$ cat src/rtl/pirdsp_alu_pkg.sv
// Shared constants and FSM encoding for the SIMD ALU and its P-register stage.
package pirdsp_alu_pkg;

  localparam int SEG_W   = 18;
  localparam int NUM_SEG = 3;
  localparam int DATA_W  = SEG_W * NUM_SEG;

  localparam logic MODE_27X27   = 1'b0;
  localparam logic MODE_SUM_9X9 = 1'b1;

  typedef enum logic [1:0] {
    ST_IDLE  = 2'd0,
    ST_ACCUM = 2'd1,
    ST_HOLD  = 2'd2
  } acc_state_e;

endpackage

$ cat src/rtl/pirdsp_lane_ovf_detect.sv
// Maps the ALU's per-segment carry-outs to one overflow flag per lane.
module pirdsp_lane_ovf_detect
  import pirdsp_alu_pkg::*;
(
  input  logic [2*NUM_SEG-1:0] carry_i,
  input  logic                 use_simd_i,
  output logic [NUM_SEG-1:0]   flag_o
);

  logic [NUM_SEG-1:0] seg_any;

  for (genvar i = 0; i < NUM_SEG; i++) begin : g_seg
    assign seg_any[i] = |carry_i[2*i +: 2];
  end

  // In full-width mode the lower segment carries ripple inside the ALU.
  assign flag_o = (use_simd_i == MODE_SUM_9X9) ? seg_any
                                               : {seg_any[NUM_SEG-1], {(NUM_SEG-1){1'b0}}};

endmodule

$ cat src/rtl/pirdsp_accum_p_stage.sv
// P-register accumulator stage behind the three-segment SIMD ALU.
// Build option PIRDSP_ACC_SATURATE_EN: overflowing lanes load all-ones instead of wrapping.
//
// state | meaning
// IDLE  | waiting for the first beat of an accumulation
// ACCUM | mid-accumulation, P fed back to the ALU W operand
// HOLD  | completed result presented downstream
module pirdsp_accum_p_stage
  import pirdsp_alu_pkg::*;
#(
  parameter int CNT_W = 8
) (
  input  logic              clk,
  input  logic              reset,
  input  logic              in_valid,
  output logic              in_ready,
  input  logic              USE_SIMD,
  input  logic [CNT_W-1:0]  acc_len,
  input  logic [DATA_W-1:0] S,
  input  logic [5:0]        result_SIMD_carry_out,
  output logic [DATA_W-1:0] W_fb,
  output logic              use_simd_q,
  output logic [DATA_W-1:0] P,
  output logic              out_valid,
  input  logic              out_ready,
  output logic [2:0]        lane_ovf
);

  acc_state_e          state_q;
  logic [DATA_W-1:0]   p_q, p_d;
  logic [CNT_W-1:0]    cnt_q, cnt_d, len_q, len_d;
  logic [NUM_SEG-1:0]  ovf_q, flags;
  logic                out_valid_q;
  logic                accept, first_beat, mode_eff;

  assign in_ready   = (state_q != ST_HOLD) || out_ready;
  assign accept     = in_valid && in_ready;
  assign first_beat = accept && (state_q != ST_ACCUM);
  assign mode_eff   = first_beat ? USE_SIMD : use_simd_q;
  assign len_d      = (acc_len == '0) ? CNT_W'(1) : acc_len;
  assign cnt_d      = cnt_q + CNT_W'(1);

  assign W_fb      = (state_q == ST_ACCUM) ? p_q : '0;
  assign P         = p_q;
  assign out_valid = out_valid_q;
  assign lane_ovf  = ovf_q;

  pirdsp_lane_ovf_detect u_ovf (
    .carry_i    (result_SIMD_carry_out),
    .use_simd_i (mode_eff),
    .flag_o     (flags)
  );

  always_comb begin
    p_d = S;
`ifdef PIRDSP_ACC_SATURATE_EN
    if (mode_eff == MODE_SUM_9X9) begin
      for (int i = 0; i < NUM_SEG; i++) begin
        if (flags[i]) p_d[i*SEG_W +: SEG_W] = '1;
      end
    end else if (flags[NUM_SEG-1]) begin
      p_d = '1;
    end
`endif
  end

  always_ff @(posedge clk) begin
    if (reset) begin
      state_q     <= ST_IDLE;
      p_q         <= '0;
      cnt_q       <= '0;
      len_q       <= '0;
      ovf_q       <= '0;
      out_valid_q <= 1'b0;
      use_simd_q  <= MODE_27X27;
    end else begin
      case (state_q)
        ST_IDLE, ST_HOLD: begin
          if (first_beat) begin
            use_simd_q <= USE_SIMD;
            len_q      <= len_d;
            p_q        <= p_d;
            cnt_q      <= CNT_W'(1);
            ovf_q      <= flags;
            if (len_d == CNT_W'(1)) begin
              state_q     <= ST_HOLD;
              out_valid_q <= 1'b1;
            end else begin
              state_q     <= ST_ACCUM;
              out_valid_q <= 1'b0;
            end
          end else if (state_q == ST_HOLD && out_ready) begin
            state_q     <= ST_IDLE;
            out_valid_q <= 1'b0;
          end
        end
        ST_ACCUM: begin
          if (accept) begin
            p_q   <= p_d;
            cnt_q <= cnt_d;
            ovf_q <= ovf_q | flags;
            if (cnt_d == len_q) begin
              state_q     <= ST_HOLD;
              out_valid_q <= 1'b1;
            end
          end
        end
        default: begin
          state_q     <= ST_IDLE;
          out_valid_q <= 1'b0;
        end
      endcase
    end
  end

endmodule

$ cat config.mk
export PLATFORM = sky130hd
export DESIGN_NAME = pirdsp_accum_p_stage
export DESIGN_NICKNAME = d
export VERILOG_FILES = /design/src/rtl/pirdsp_alu_pkg.sv /design/src/rtl/pirdsp_lane_ovf_detect.sv /design/src/rtl/pirdsp_accum_p_stage.sv
export SDC_FILE = /design/constraint.sdc
export NUM_CORES = 1
export LEC_CHECK = 0
export ABC_CLOCK_PERIOD_IN_PS = 1500
export CORE_MARGIN = 2
export CORE_UTILIZATION = 35
export DETAILED_ROUTE_END_ITERATION = 7
export GPL_ROUTABILITY_DRIVEN = 0
export PLACE_DENSITY = 0.78
export SLEW_MARGIN = 20
export SYNTH_ARGS = -nofsm -noshare
export SYNTH_HDL_FRONTEND = slang
export SYNTH_SLANG_ARGS = --single-unit
export TNS_END_PERCENT = 5
$ cat constraint.sdc
create_clock -name clk -period 1.5 [get_ports clk]
set_input_delay 0.15 -clock clk [delete_from_list [all_inputs] [get_ports clk]]
set_output_delay 0.15 -clock clk [all_outputs]
set_load 0.05 [all_outputs]
==> reports/metrics.csv <==
stage;metric;value;unit
cts;htree depth;3;
status;status;finished, violations left;
cts;TritonCTS clock tree;done;
die;CORE AREA;9640;um^2
sta;Final Cycle Share;120;%
critical_path;CP startpoint;state_q[1]$_SDFFE_PP0P_;
die;initial core utilization;35.4;%
routing;DR vias/cell;4.83;
logic_synthesis;fraction of registers with async set/reset;0;%
grt;gr ovfl total;0;
routing;met2 wire length;6.14;mm
logic_synthesis;Synth Area in Compound Gates;15.3;%
logic_synthesis;sequential-to-total area share from yosys stat;44.5;%
grt;all-layer global routing usage;21.2;%
critical_path;Worst Setup End Kind;output pin;
cts;CTS Buf Count;9;
routing;Met3 Wirelength;913;um
worst_hold_path;type of the worst min-delay path;in2reg;
logic_synthesis;top_reg_cell synth;dfxtp_1;
cells_and_area;final net count;725;
cells_and_area;layout cell share with drive strength beyond 1;39.6;%
cts;root buffer cell;clkbuf_8;
critical_path;reg2reg start;state_q[1]$_SDFFE_PP0P_;
logic_synthesis;area share of the largest cell type after synthesis;44.5;%
grt;largest net degree at the start of global routing;75;
logic_synthesis;Post-synth EDFFs;0;
grt;initial antenna violation count;0;
cells_and_area;Antenna diodes;0;
placement;DPL Wire Length;8.50;mm
routing;Vias;3809;
sta;skew final;0.00834;ns
critical_path;Reg2Reg Setup Slack;-0.24;ns
sta;Fmax;557;MHz
routing;Post-route DRC;0;
critical_path;kind of critical path;reg2out;
critical_path;slowest CP cell;dfxtp_4;
logic_synthesis;xor and xnor area share after synthesis;2.56;%
routing;final wirelength;11.9;mm
logic_synthesis;cell taking the most area after synthesis;dfxtp_1;
cells_and_area;final instance area;6680;um^2
pwr;Pleak;2.81;nW
die;Ports;187;
critical_path;worst-path cell chain;buf_6, and2b_2, buf_12, clkbuf_16, and2_4, buf_12;
logic_synthesis;Ys Warns;0;
critical_path;r2r worst-path depth;8;
pwr;power per cell area;947;nW/um^2
routing;routed len/inst;15.1;um
logic_synthesis;Cell Area, Synth;3420;um^2
logic_synthesis;top cells by area, synth;dfxtp_1 (45%), nand2_1 (15%), a21oi_1 (11%), and2_1 (11%), clkbuf_1 (2.0%);
die;die height;103;um
critical_path;most frequent cell on the critical path;buf_12;
status;violated checks;negative setup slack;
critical_path;WP data required;1.35;ns
cts;clk buf depth;2;
sta;PnR worst setup slack;-0.294;ns
pwr;total power;6.32;mW
routing;Final ANT Viol Nets;0;
placement;placement-stage cell area;5980;um^2
routing;Iteration-0 DRC Markers;143;
sta;Final Max Slew Viols;0;
critical_path;family with the most delay on the worst path;buffers and inverters;
logic_synthesis;Synth Area in Adders;0.366;%
sta;Worst Tran Pin Value;0.379;ns
grt;first-pass GRT wire length;17.6;mm
routing;DRT met1 WL;4.73;mm
critical_path;Critical path destination;W_fb[0];
cells_and_area;Area Growth Syn to Fin;95.4;%
logic_synthesis;combinational family with the most area after synthesis;simple AND/OR/NAND/NOR gates;
die;full die area;10600;um^2
logic_synthesis;simple-gate portion of the synthesized area;32.9;%
logic_synthesis;distinct cell type count after synthesis;44;
logic_synthesis;syn nets;519;
placement;Port Buffer Count;186;
logic_synthesis;post-synthesis register bit count;76;
cts;Skew-Pair Late Insertion Delay;0.34;ns
critical_path;Crit path depth;6;
critical_path;Arr. time, crit path;1.64;ns
routing;Max Used Layer;met4;
logic_synthesis;post-synthesis cell count;445;
critical_path;Setup crit start kind;flip-flop;
sta;count of final setup violators;120;
cts;Reg clk slew, reported paths;0.08;ns
sta;final hold vios;0;
logic_synthesis;Avg Inst Size Synth;7.68;um^2
routing;Pre-antenna DRT Iters;6;
sta;Worst slew margin;74.8;%
logic_synthesis;multiplexer share of the synthesized area;0.293;%
cts;clock sinks;76;
critical_path;slowest cell delay on critical path;0.35;ns
die;die span in x;103;um
die;# rows;36;
sta;RSZ-0062 raised after global routing;true;
critical_path;r2r endpoint;state_q[1]$_SDFFE_PP0P_;
critical_path;CP Max Fanout;7;
run;max_cap viols;0;
critical_path;WP buf/inv;4;
grt;number of global-route vias before repair;3690;
pwr;VDD IR max;0.516;mV
cells_and_area;Final Util;69.2;%
sta;Min Clock Period, post-route;1.79;ns
worst register-to-register path, cell delays in order (launching register included):
cell and delay, ns:
dfxtp_4 0.35, buf_6 0.10, and2b_2 0.25, buf_12 0.16
buf_4 0.13, nor2b_1 0.05, o2bb2ai_1 0.14, or3b_1 0.37
o21ai_2 0.12
final cells by class:
cell class / count / area, um^2
Tap cell: 133 / 166
Inverter: 1 / 3.75
Sequential cell: 76 / 1530
Clock inverter: 7 / 124
Clock buffer: 9 / 124
Multi-Input combinational cell: 338 / 2000
Fill cell: 736 / 2960
Timing Repair Buffer: 225 / 2740
report_power, final:
part	internal, mW	switching, mW	total [mW]
clock network	1.12	0.808	1.93
logic	0.962	1.16	2.13
registers	2.15	0.113	2.27
synth_stat cells, types with 2 or more instances:
master and count:
nor2_1 9, o211a_1 2, buf_1 3, xor2_1 4, nor2b_1 4, nand3b_1 2, or3b_1 2, buf_2 7
and2_1 58, o21ai_0 4, dfxtp_1 76, clkbuf_1 18, nand2_1 133, nor3_1 3, o21ai_1 6, and3_1 3
or3_1 3, nand3_1 2, xnor2_1 6, or2b_2 2, a21oi_1 75
metal layers:
metal  GRT usage [%]  vias to the layer above
met1            25.1                     1780
met3            5.22                       12
met2            38.1                      148
met4            6.38                        0
li1                -                     1869
met5               0                        -
cell families (layout without fill, tap and decap cells):
group           after synthesis  in the layout
simple gates                230            230
xor+xnor                     10             10
compound gates               96             96
fa+ha+maj                     1              1
buf+inv                      31            242
mux                           1              1
flops                        76             76
sequential cells by signal, summed over array words and instances, names as in the netlist:
| register | flops |
|---|---|
| P | 54 |
| cnt_q | 8 |
| lane_ovf | 3 |
| len_q | 8 |
| state_q | 2 |
| use_simd_q | 1 |
repair_timing:
action	CTS	global route
gates cloned	3	1
setup endpoints to repair	115	120
hold buffers	0	0
resized for setup	72	17
pin swaps	20	2
buffers inserted	7	2
placed cells by master, fill, tap and decap left out, types with 9 or more instances in the layout:
cell type	n
a21oi_2	17
buf_12	60
nor2_1	9
dfxtp_1	74
nand2_1	131
clkdlybuf4s50_1	71
clkbuf_8	9
and2_4	55
a21oi_1	57
buf_4	82
stage by stage:
step	TNS (ns)	cells	hold slack (ns)	worst slack, ns
floorplan	-16.98	445	0.283	-0.239
global placement	-18.79	760	0.442	-0.577
detailed placement	-20.84	760	0.456	-0.625
CTS	-22.99	786	0.143	-0.281
global route	-32.09	789	0.156	-0.342
finish	-22.87	789	0.150	-0.294
worst min-delay path by stage:
stage                                          end  cells past startpoint                      from  slack, ns
after floorplan                  P[5]$_SDFFE_PP0P_                      2                      S[5]       0.28
after global placement    lane_ovf[2]$_SDFFE_PP0P_                      2  lane_ovf[2]$_SDFFE_PP0P_       0.44
after detailed placement  lane_ovf[2]$_SDFFE_PP0P_                      2  lane_ovf[2]$_SDFFE_PP0P_       0.46
after CTS                  state_q[0]$_SDFFE_PP0P_                      3                     reset       0.14
after global routing       state_q[0]$_SDFFE_PP0P_                      3                     reset       0.16
final                      state_q[0]$_SDFFE_PP0P_                      3                     reset       0.15
Note: power is estimated with default switching activity, not from simulation.
